File: src/rtl/vcve2_pkg.sv
// vcve2_pkg: shared definitions for the vector register file address generator.
//   VRF_START_ADDR : byte address of v0 word 0 in the memory map
//   agu_state_e    : AGU control states
//   lmul_e         : register group size encoding (1 << lmul registers)
//   reg_misaligned : true when a register index is not a multiple of the group size
package vcve2_pkg;

    localparam logic [31:0] VRF_START_ADDR = 32'h0000_1000;

    typedef enum logic [1:0] {
        AGU_IDLE = 2'd0,
        AGU_RUN  = 2'd1,
        AGU_DONE = 2'd2,
        AGU_ERR  = 2'd3
    } agu_state_e;

    typedef enum logic [1:0] {
        LMUL_1 = 2'd0,
        LMUL_2 = 2'd1,
        LMUL_4 = 2'd2,
        LMUL_8 = 2'd3
    } lmul_e;

    function automatic logic reg_misaligned(input logic [4:0] r, input logic [1:0] lmul);
        logic [4:0] mask;
        mask = (5'd1 << lmul) - 5'd1;
        return (r & mask) != 5'd0;
    endfunction

endpackage

File: src/rtl/vcve2_vrf_agu_if.sv
// vcve2_vrf_agu_if: descriptor handshake, step/abort control and per-lane
// VRF address/valid outputs of the address generation unit.
//   slave  modport : the AGU (receives descriptors, drives addresses)
//   master modport : the decoder/controller side
interface vcve2_vrf_agu_if #(
    parameter int unsigned NumIfs    = 1,
    parameter int unsigned AddrWidth = 32,
    parameter int unsigned IdxW      = 7
);
    logic                                start_i;
    logic                                ready_o;
    logic [4:0]                          rs1_i;
    logic [4:0]                          rs2_i;
    logic [4:0]                          rd_i;
    logic                                use_rs1_i;
    logic                                use_rs2_i;
    logic                                use_rd_i;
    logic [1:0]                          lmul_i;
    logic                                slide_i;
    logic                                slide_up_i;
    logic [IdxW-1:0]                     offset_i;
    logic                                step_i;
    logic                                abort_i;
    logic [NumIfs-1:0][AddrWidth-1:0]    rs1_addr_o;
    logic [NumIfs-1:0][AddrWidth-1:0]    rs2_addr_o;
    logic [NumIfs-1:0][AddrWidth-1:0]    rd_addr_o;
    logic [NumIfs-1:0]                   rs1_valid_o;
    logic [NumIfs-1:0]                   rs2_valid_o;
    logic [NumIfs-1:0]                   rd_valid_o;
    logic                                busy_o;
    logic                                done_o;
    logic                                err_o;

    modport slave (
        input  start_i, rs1_i, rs2_i, rd_i, use_rs1_i, use_rs2_i, use_rd_i,
               lmul_i, slide_i, slide_up_i, offset_i, step_i, abort_i,
        output ready_o, rs1_addr_o, rs2_addr_o, rd_addr_o,
               rs1_valid_o, rs2_valid_o, rd_valid_o, busy_o, done_o, err_o
    );

    modport master (
        output start_i, rs1_i, rs2_i, rd_i, use_rs1_i, use_rs2_i, use_rd_i,
               lmul_i, slide_i, slide_up_i, offset_i, step_i, abort_i,
        input  ready_o, rs1_addr_o, rs2_addr_o, rd_addr_o,
               rs1_valid_o, rs2_valid_o, rd_valid_o, busy_o, done_o, err_o
    );

endinterface

File: src/rtl/vcve2_agu_lane_addr.sv
// vcve2_agu_lane_addr: combinational element index, valid and byte address
// for one operand on one lane.
//   idx_i    : word index of lane 0 in the current beat
//   offset_i : slide offset in words
//   total_i  : words in the register group
//   reg_i    : base register of the group
//   en_i     : operand enabled and unit running
//   eshift_i : add offset to the element used for the address
//   vshift_i : add offset to the element used for the bounds test
//   valid_o  : lane carries a real element
//   addr_o   : byte address, 0 when the lane is invalid
module vcve2_agu_lane_addr
    import vcve2_pkg::*;
#(
    parameter int unsigned           AddrWidth   = 32,
    parameter int unsigned           VLEN        = 128,
    parameter int unsigned           Lane        = 0,
    parameter logic [AddrWidth-1:0]  VrfBaseAddr = AddrWidth'(VRF_START_ADDR),
    localparam int unsigned          IdxW        = $clog2(VLEN),
    localparam int unsigned          SW          = IdxW + 2
) (
    input  logic [SW-1:0]         idx_i,
    input  logic [IdxW-1:0]       offset_i,
    input  logic [SW-1:0]         total_i,
    input  logic [4:0]            reg_i,
    input  logic                  en_i,
    input  logic                  eshift_i,
    input  logic                  vshift_i,
    output logic                  valid_o,
    output logic [AddrWidth-1:0]  addr_o
);
    localparam int unsigned W = VLEN / 32;

    logic [SW-1:0] k;
    logic [SW-1:0] k_off;
    logic [SW-1:0] k_addr;
    logic [SW-1:0] k_bound;
    logic [SW-1:0] word;

    // Sums are kept wide enough that k + offset can never wrap.
    assign k       = idx_i + SW'(Lane);
    assign k_off   = k + SW'(offset_i);
    assign k_addr  = eshift_i ? k_off : k;
    assign k_bound = vshift_i ? k_off : k;
    assign valid_o = en_i && (k_bound < total_i);
    assign word    = SW'(reg_i) * SW'(W) + k_addr;
    assign addr_o  = valid_o ? (VrfBaseAddr + (AddrWidth'(word) << 2)) : '0;

endmodule

File: src/rtl/vcve2_vrf_agu.sv
// vcve2_vrf_agu: address generation unit for the memory-mapped vector
// register file. Accepts one descriptor per start handshake and walks the
// rs1/rs2/rd register groups NumIfs words per beat, with LMUL grouping,
// slide up/down by an arbitrary word offset, abort and done/err pulses.
//   clk_i, rst_ni : clock, asynchronous active-low reset
//   bus           : descriptor handshake, step/abort, per-lane addresses/valids,
//                   busy/done/err status (see vcve2_vrf_agu_if)
module vcve2_vrf_agu
    import vcve2_pkg::*;
#(
    parameter int unsigned           NumIfs      = 1,
    parameter int unsigned           AddrWidth   = 32,
    parameter int unsigned           VLEN        = 128,
    parameter logic [AddrWidth-1:0]  VrfBaseAddr = AddrWidth'(VRF_START_ADDR)
) (
    input  logic            clk_i,
    input  logic            rst_ni,
    vcve2_vrf_agu_if.slave  bus
);
    localparam int unsigned IdxW = $clog2(VLEN);
    localparam int unsigned SW   = IdxW + 2;
    localparam int unsigned W    = VLEN / 32;

    localparam logic [1:0] S_IDLE = AGU_IDLE;
    localparam logic [1:0] S_RUN  = AGU_RUN;
    localparam logic [1:0] S_DONE = AGU_DONE;
    localparam logic [1:0] S_ERR  = AGU_ERR;

    logic [1:0]       state_q, state_d;
    logic [SW-1:0]    idx_q, idx_d;

    // Descriptor captured on accept; only observed while running.
    logic [4:0]       rs1_q, rs2_q, rd_q;
    logic             use_rs1_q, use_rs2_q, use_rd_q;
    lmul_e            lmul_q;
    logic             slide_q, slide_up_q;
    logic [IdxW-1:0]  offset_q;

    logic             accept;
    logic             bad_desc;
    logic [SW-1:0]    in_total;
    logic             up_skip;
    logic [SW-1:0]    total;
    logic [SW-1:0]    step_sum;
    logic [SW-1:0]    end_sum;
    logic             last_beat;
    logic             run;

    assign accept = bus.start_i && (state_q == S_IDLE);

    assign bad_desc = (bus.use_rs1_i && reg_misaligned(bus.rs1_i, bus.lmul_i)) ||
                      (bus.use_rs2_i && reg_misaligned(bus.rs2_i, bus.lmul_i)) ||
                      (bus.use_rd_i  && reg_misaligned(bus.rd_i,  bus.lmul_i));

    // A slide-up whose offset covers the whole group writes nothing.
    assign in_total = SW'(W) << bus.lmul_i;
    assign up_skip  = bus.slide_i && bus.slide_up_i && (SW'(bus.offset_i) >= in_total);

    assign total    = SW'(W) << lmul_q;
    assign step_sum = idx_q + SW'(NumIfs);
    // Slide-up stops once the shifted destination index passes the group end.
    assign end_sum  = (slide_q && slide_up_q) ? (step_sum + SW'(offset_q)) : step_sum;
    assign last_beat = end_sum >= total;

    always_comb begin
        state_d = state_q;
        idx_d   = idx_q;
        case (state_q)
            S_IDLE: begin
                if (accept) begin
                    idx_d = '0;
                    if (bad_desc) begin
                        state_d = S_ERR;
                    end else if (up_skip) begin
                        state_d = S_DONE;
                    end else begin
                        state_d = S_RUN;
                    end
                end
            end
            S_RUN: begin
                if (bus.abort_i) begin
                    state_d = S_IDLE;
                end else if (bus.step_i) begin
                    idx_d = step_sum;
                    if (last_beat) begin
                        state_d = S_DONE;
                    end
                end
            end
            S_DONE:  state_d = S_IDLE;
            S_ERR:   state_d = S_IDLE;
            default: state_d = S_IDLE;
        endcase
    end

    always_ff @(posedge clk_i or negedge rst_ni) begin
        if (!rst_ni) begin
            state_q <= S_IDLE;
            idx_q   <= '0;
        end else begin
            state_q <= state_d;
            idx_q   <= idx_d;
        end
    end

    always_ff @(posedge clk_i) begin
        if (accept) begin
            rs1_q      <= bus.rs1_i;
            rs2_q      <= bus.rs2_i;
            rd_q       <= bus.rd_i;
            use_rs1_q  <= bus.use_rs1_i;
            use_rs2_q  <= bus.use_rs2_i;
            use_rd_q   <= bus.use_rd_i;
            lmul_q     <= lmul_e'(bus.lmul_i);
            slide_q    <= bus.slide_i;
            slide_up_q <= bus.slide_up_i;
            offset_q   <= bus.offset_i;
        end
    end

    assign run         = (state_q == S_RUN);
    assign bus.ready_o = (state_q == S_IDLE);
    assign bus.busy_o  = run;
    assign bus.done_o  = (state_q == S_DONE);
    assign bus.err_o   = (state_q == S_ERR);

    // Slide-down reads rs2 shifted by the offset; slide-up writes rd shifted,
    // and rs2 lanes follow the rd lane valid so both sides stay in lockstep.
    logic rs2_eshift, rs2_vshift, rd_shift;
    assign rs2_eshift = slide_q && !slide_up_q;
    assign rs2_vshift = slide_q;
    assign rd_shift   = slide_q && slide_up_q;

    logic [NumIfs-1:0]                rs1_v, rs2_v, rd_v;
    logic [NumIfs-1:0][AddrWidth-1:0] rs1_a, rs2_a, rd_a;

    for (genvar i = 0; i < NumIfs; i++) begin : g_lane
        vcve2_agu_lane_addr #(
            .AddrWidth(AddrWidth), .VLEN(VLEN), .Lane(i), .VrfBaseAddr(VrfBaseAddr)
        ) u_rs1 (
            .idx_i(idx_q), .offset_i(offset_q), .total_i(total), .reg_i(rs1_q),
            .en_i(run && use_rs1_q), .eshift_i(1'b0), .vshift_i(1'b0),
            .valid_o(rs1_v[i]), .addr_o(rs1_a[i])
        );
        vcve2_agu_lane_addr #(
            .AddrWidth(AddrWidth), .VLEN(VLEN), .Lane(i), .VrfBaseAddr(VrfBaseAddr)
        ) u_rs2 (
            .idx_i(idx_q), .offset_i(offset_q), .total_i(total), .reg_i(rs2_q),
            .en_i(run && use_rs2_q), .eshift_i(rs2_eshift), .vshift_i(rs2_vshift),
            .valid_o(rs2_v[i]), .addr_o(rs2_a[i])
        );
        vcve2_agu_lane_addr #(
            .AddrWidth(AddrWidth), .VLEN(VLEN), .Lane(i), .VrfBaseAddr(VrfBaseAddr)
        ) u_rd (
            .idx_i(idx_q), .offset_i(offset_q), .total_i(total), .reg_i(rd_q),
            .en_i(run && use_rd_q), .eshift_i(rd_shift), .vshift_i(rd_shift),
            .valid_o(rd_v[i]), .addr_o(rd_a[i])
        );
    end

    assign bus.rs1_valid_o = rs1_v;
    assign bus.rs2_valid_o = rs2_v;
    assign bus.rd_valid_o  = rd_v;
    assign bus.rs1_addr_o  = rs1_a;
    assign bus.rs2_addr_o  = rs2_a;
    assign bus.rd_addr_o   = rd_a;

endmodule
File: src/flat_wrapper.sv
// flat-port wrapper written by rule: the top's interface ports become plain ports
module vcve2_vrf_agu_flat import vcve2_pkg::*;
#(
    parameter int unsigned           NumIfs      = 1,
    parameter int unsigned           AddrWidth   = 32,
    parameter int unsigned           VLEN        = 128,
    parameter logic [AddrWidth-1:0]  VrfBaseAddr = AddrWidth'(VRF_START_ADDR)
)
  (clk_i, rst_ni, bus_start_i, bus_rs1_i, bus_rs2_i, bus_rd_i, bus_use_rs1_i, bus_use_rs2_i, bus_use_rd_i, bus_lmul_i, bus_slide_i, bus_slide_up_i, bus_offset_i, bus_step_i, bus_abort_i, bus_ready_o, bus_rs1_addr_o, bus_rs2_addr_o, bus_rd_addr_o, bus_rs1_valid_o, bus_rs2_valid_o, bus_rd_valid_o, bus_busy_o, bus_done_o, bus_err_o);
  vcve2_vrf_agu_if #(.NumIfs(NumIfs), .AddrWidth(AddrWidth)) bus_i ();
  input  logic clk_i;
  input  logic rst_ni;
  input wire logic [$bits(bus_i.start_i)-1:0] bus_start_i;
  input wire logic [$bits(bus_i.rs1_i)-1:0] bus_rs1_i;
  input wire logic [$bits(bus_i.rs2_i)-1:0] bus_rs2_i;
  input wire logic [$bits(bus_i.rd_i)-1:0] bus_rd_i;
  input wire logic [$bits(bus_i.use_rs1_i)-1:0] bus_use_rs1_i;
  input wire logic [$bits(bus_i.use_rs2_i)-1:0] bus_use_rs2_i;
  input wire logic [$bits(bus_i.use_rd_i)-1:0] bus_use_rd_i;
  input wire logic [$bits(bus_i.lmul_i)-1:0] bus_lmul_i;
  input wire logic [$bits(bus_i.slide_i)-1:0] bus_slide_i;
  input wire logic [$bits(bus_i.slide_up_i)-1:0] bus_slide_up_i;
  input wire logic [$bits(bus_i.offset_i)-1:0] bus_offset_i;
  input wire logic [$bits(bus_i.step_i)-1:0] bus_step_i;
  input wire logic [$bits(bus_i.abort_i)-1:0] bus_abort_i;
  output wire logic [$bits(bus_i.ready_o)-1:0] bus_ready_o;
  output wire logic [$bits(bus_i.rs1_addr_o)-1:0] bus_rs1_addr_o;
  output wire logic [$bits(bus_i.rs2_addr_o)-1:0] bus_rs2_addr_o;
  output wire logic [$bits(bus_i.rd_addr_o)-1:0] bus_rd_addr_o;
  output wire logic [$bits(bus_i.rs1_valid_o)-1:0] bus_rs1_valid_o;
  output wire logic [$bits(bus_i.rs2_valid_o)-1:0] bus_rs2_valid_o;
  output wire logic [$bits(bus_i.rd_valid_o)-1:0] bus_rd_valid_o;
  output wire logic [$bits(bus_i.busy_o)-1:0] bus_busy_o;
  output wire logic [$bits(bus_i.done_o)-1:0] bus_done_o;
  output wire logic [$bits(bus_i.err_o)-1:0] bus_err_o;
  assign bus_i.start_i = bus_start_i;
  assign bus_i.rs1_i = bus_rs1_i;
  assign bus_i.rs2_i = bus_rs2_i;
  assign bus_i.rd_i = bus_rd_i;
  assign bus_i.use_rs1_i = bus_use_rs1_i;
  assign bus_i.use_rs2_i = bus_use_rs2_i;
  assign bus_i.use_rd_i = bus_use_rd_i;
  assign bus_i.lmul_i = bus_lmul_i;
  assign bus_i.slide_i = bus_slide_i;
  assign bus_i.slide_up_i = bus_slide_up_i;
  assign bus_i.offset_i = bus_offset_i;
  assign bus_i.step_i = bus_step_i;
  assign bus_i.abort_i = bus_abort_i;
  assign bus_ready_o = bus_i.ready_o;
  assign bus_rs1_addr_o = bus_i.rs1_addr_o;
  assign bus_rs2_addr_o = bus_i.rs2_addr_o;
  assign bus_rd_addr_o = bus_i.rd_addr_o;
  assign bus_rs1_valid_o = bus_i.rs1_valid_o;
  assign bus_rs2_valid_o = bus_i.rs2_valid_o;
  assign bus_rd_valid_o = bus_i.rd_valid_o;
  assign bus_busy_o = bus_i.busy_o;
  assign bus_done_o = bus_i.done_o;
  assign bus_err_o = bus_i.err_o;
  vcve2_vrf_agu #(.NumIfs(NumIfs), .AddrWidth(AddrWidth), .VLEN(VLEN), .VrfBaseAddr(VrfBaseAddr)) u_core (.clk_i(clk_i), .rst_ni(rst_ni), .bus(bus_i));
endmodule
File: config.mk
export PLATFORM = sky130hd
export DESIGN_NAME = vcve2_vrf_agu_flat
export DESIGN_NICKNAME = d
export VERILOG_FILES = /design/src/rtl/vcve2_pkg.sv /design/src/rtl/vcve2_vrf_agu_if.sv /design/src/rtl/vcve2_agu_lane_addr.sv /design/src/rtl/vcve2_vrf_agu.sv /design/src/flat_wrapper.sv
export SDC_FILE = /design/constraint.sdc
export NUM_CORES = 1
export LEC_CHECK = 0
export CAP_MARGIN = 0
export CORE_AREA = 5 5 106 108
export CTS_CLUSTER_SIZE = 10
export DETAILED_ROUTE_END_ITERATION = 10
export DIE_AREA = 0 0 111 113
export MAX_ROUTING_LAYER = met4
export PLACE_DENSITY = 0.77
export SLEW_MARGIN = 20
export SYNTH_ARGS = -nofsm -noshare
export SYNTH_HDL_FRONTEND = slang
export SYNTH_SLANG_ARGS = --single-unit
File: constraint.sdc
create_clock -name clk_i -period 3.9 [get_ports clk_i]
set_input_delay 0.78 -clock clk_i [delete_from_list [all_inputs] [get_ports clk_i]]
set_output_delay 0.78 -clock clk_i [all_outputs]
set_load 0.01 [all_outputs]
==> results of run 1 <==
==> cell families (layout without fill, tap and decap cells) <==
logic type,after synthesis,in the layout,share of synthesized area [%]
other,1,68,0.0878
flip-flops,40,40,26.8
AO/OA/AOI/OAI,119,119,17.4
multiplexers,4,4,1.08
buffers and inverters,118,200,17.3
adder cells (fa/ha/maj),56,56,17.3
AND/OR/NAND/NOR,133,133,14.9
XOR/XNOR,25,25,5.13
==> layout make-up <==
cell class | count | area (um2) | area share [%]
multi-input cells | 405 | 2910 | 49.8
repair buffers | 159 | 1380 | 23.5
flip-flops and latches | 40 | 1150 | 19.6
well taps | 136 | 170 | 2.91
inverters | 33 | 129 | 2.20
clock buffers | 5 | 68.8 | 1.18
clock inverters | 3 | 46.3 | 0.791
==> power breakdown <==
group          leakage (uW)  total [uW]  internal [uW]  switching [uW]
clock             0.0000548         365            193             171
sequential         0.000423         609            554            55.0
combinational       0.00238        1380            666             717
==> per-stage QoR <==
stage / setup slack (ns) / std cells / total power [uW]
final: -0.678 / 781 / 2360
after global routing: -0.825 / 781 / 2490
after CTS: -0.509 / 767 / 2210
after detailed placement: -0.650 / 741 / 1710
after global placement: -0.599 / 741 / 1680
after floorplan: 0.0353 / 563 / 1290
==> what timing repair did <==
item                       4_1_cts  5_1_grt
buffers inserted                19       14
pin swaps                       31       20
setup endpoints to repair       23       31
gates cloned                     0        0
gates resized for setup        130       39
==> flip-flops by register name, summed over array words and instances (netlist names) <==
register / flops
u_core.state_q: 2
u_core.use_rd_q: 1
u_core.rd_q: 5
u_core.slide_up_q: 1
u_core.idx_q: 9
u_core.rs1_q: 5
u_core.rs2_q: 5
u_core.use_rs1_q: 1
u_core.lmul_q: 2
u_core.use_rs2_q: 1
u_core.offset_q: 7
u_core.rs2_vshift: 1
==> worst max-delay path by stage <==
| stage | start | slack, ns | end |
|---|---|---|---|
| global route | u_core.offset_q[0] | -0.82 | bus_rs2_addr_o[10] |
| global placement | u_core.offset_q[0] | -0.60 | bus_rs2_addr_o[10] |
| detailed placement | u_core.offset_q[0] | -0.65 | bus_rs2_addr_o[10] |
| finish | u_core.offset_q[0] | -0.68 | bus_rs2_addr_o[10] |
| CTS | u_core.offset_q[0] | -0.51 | bus_rs2_addr_o[10] |
| floorplan | u_core.idx_q[0] | 0.04 | bus_rs2_addr_o[10] |
==> cells in the mapped netlist, types with 6 or more instances <==
library cell / count / area [um2]
a21oi_1: 29 / 145
nand2_1: 38 / 143
xnor2_1: 12 / 105
dfrtp_1: 11 / 275
nand3_1: 16 / 80.1
nor3_1: 8 / 40.0
ha_1: 51 / 638
nor2_1: 36 / 135
o21ai_0: 41 / 205
inv_1: 33 / 124
buf_4: 73 / 548
o21a_1: 12 / 90.1
clkbuf_1: 8 / 30.0
nand2b_1: 6 / 37.5
xor2_1: 13 / 114
edfxtp_1: 29 / 871
a21o_1: 8 / 60.1
nor2b_1: 9 / 56.3
==> layer usage <==
metal / routed length, um / share of wire, % / track usage, % / vias to the layer above
met5: 0 / 0 / - / -
met4: 335 / 2.6 / 6.08 / 0
met3: 978 / 7.6 / 2.73 / 31
met2: 6330 / 49 / 34.3 / 215
met1: 5190 / 40 / 22.6 / 1889
li1: - / - / - / 1870
==> worst max-delay path, delay by kind of cell (launching register included) <==
kind	cells	cell delay, ns
simple gates	4	0.76
compound gates	6	0.90
xor+xnor	1	0.20
flops	1	0.45
buf+inv	2	0.28
fa+ha+maj	3	0.89
==> flow_metrics.py, run 1 <==
metrics = {
    "sta": {
        "fin_crit_ns": 4.58,
        "whs_ns": 0.718,
        "fin_crit_sh_pct": 117,
        "worst_slack_ns": -0.678,
        "hold_violations": 0,
        "finalSetupViolations": 21,
        "fin_skew_ns": 0.00721,
        "tns_ns": -9.63,
        "max_freq_mhz": 218,
        "maxSlewHeadroom_pct": 61.9,
        "drv_slew": 0,
        "rsz0062_at_grt": "true",
        "tightest_slew_ns": 0.570,
    },
    "cells_and_area": {
        "final_common_cell": "buf_4",
        "utilization_pct": 57.7,
        "fillers": 838,
        "final_area_um2": 5850,
        "fin_nets": 734,
        "drive_gt1_share_pct": 28.2,
        "antennaDiodeCount": 0,
        "most-common-layout-cells": "buf_4 (79), conb_1 (68), ha_1 (45)",
        "syn2layout_area_growth_pct": 37.0,
    },
    "min_path": {
        "worstHoldStart": "u_core.idx_q[8]",
        "hp-class": "reg2reg",
        "min_delay_path_depth": 3,
        "min_to": "u_core.idx_q[8]",
    },
    "detailed_routing": {
        "ant_nets": 0,
        "routed-via-count": 4005,
        "drtIter0Drc": 254,
        "wl_um": 12800,
        "viasPerCell": 5.13,
        "post_drt_wl_per_cell_um": 16.4,
        "drc": 0,
        "dr.pass1.iters": 5,
    },
    "die": {
        "die_area_um2": 12500,
        "fp.dieH_um": 113,
        "core_area_um2": 10100,
        "fp-row-count": 37,
        "die_x_um": 111,
        "pin_count": 137,
        "initial_core_util_pct": 42.1,
    },
    "run_status": {
        "violations": "setup timing",
        "outcome": "finished, violations left",
    },
    "yosys": {
        "synth_warnings": 0,
        "synth_ff_type": "edfxtp_1",
        "synth_edf_count": 29,
        "synth_cells": 496,
        "ys_ff_latch": 40,
        "syn_area_um2": 4270,
        "async_reset_ff_share_pct": 27.5,
        "synth_cell_types": 54,
        "yosysSeqAreaShare_pct": 26.8,
        "syn_avg_cell_area_um2": 8.61,
    },
    "cts": {
        "tritoncts": "yes",
        "htreeDepth": 2,
        "numCtsBuffers": 5,
        "clk_path_buf_depth": 2,
        "cts_root_buf": "clkbuf_8",
        "hold_buffers": 0,
        "clk_pin_slew_ns": 0.09,
        "cts.sinks": 40,
        "clkLatencyLatePin_ns": 0.30,
    },
    "worst_setup_path": {
        "critPathArrivalTime_ns": 3.80,
        "worst_setup_path_start_kind": "flip-flop",
        "crit_path_top_delay_cell": "edfxtp_1",
        "cpPeakStageDelay_ns": 0.45,
        "r2r_slack_ns": 0.29,
        "crit_path_cell_trace": "ha_4 -> fa_2 -> a21o_2 -> a21oi_2 -> xor2_2 -> buf_4 -> o21ai_2 -> ha_4 -> nor2b_4 -> o31a_1 -> nor2_2 -> or3b_4 -> a21oi_4 -> nand4bb_1 -> a21oi_2 -> buf_2",
        "rr_endpoint": "u_core.state_q[0]",
        "critical_path_class": "reg2out",
        "cp_data_required_time_ns": 3.12,
        "reg2reg_depth": 17,
        "worstReg2RegStart": "u_core.idx_q[1]",
        "end_kind": "output pin",
        "cp_max_fo": 3,
    },
    "power_and_ir_drop": {
        "vdd_drop_max_uv": 236,
        "p_per_area_nw_per_um2": 403,
        "p_leak_uw": 0.00285,
    },
    "placed_design": {
        "dp_hpwl_um": 9400,
        "place.port_buffers": 68,
        "place_congestion": 0.990,
        "placed_area_um2": 5230,
    },
    "grt": {
        "grt_start_max_net_pins": 21,
        "grt_pass1_vias": 3944,
        "grt_first_pass_wirelength_um": 19200,
        "gr-usage-all-layers_pct": 19.3,
        "grt_overflow": 0,
        "antenna_found_initial": 0,
    },
    "job": {
        "maxCapViolations": 0,
    },
}
Power figures use the tool's default switching activity.
==> run 2, diff against run 1 <==
Settings changed: CAP_MARGIN 0 to unset.
==> results of run 2 <==
Same layout as run 1: the final DEF is identical, and so are final timing and power.
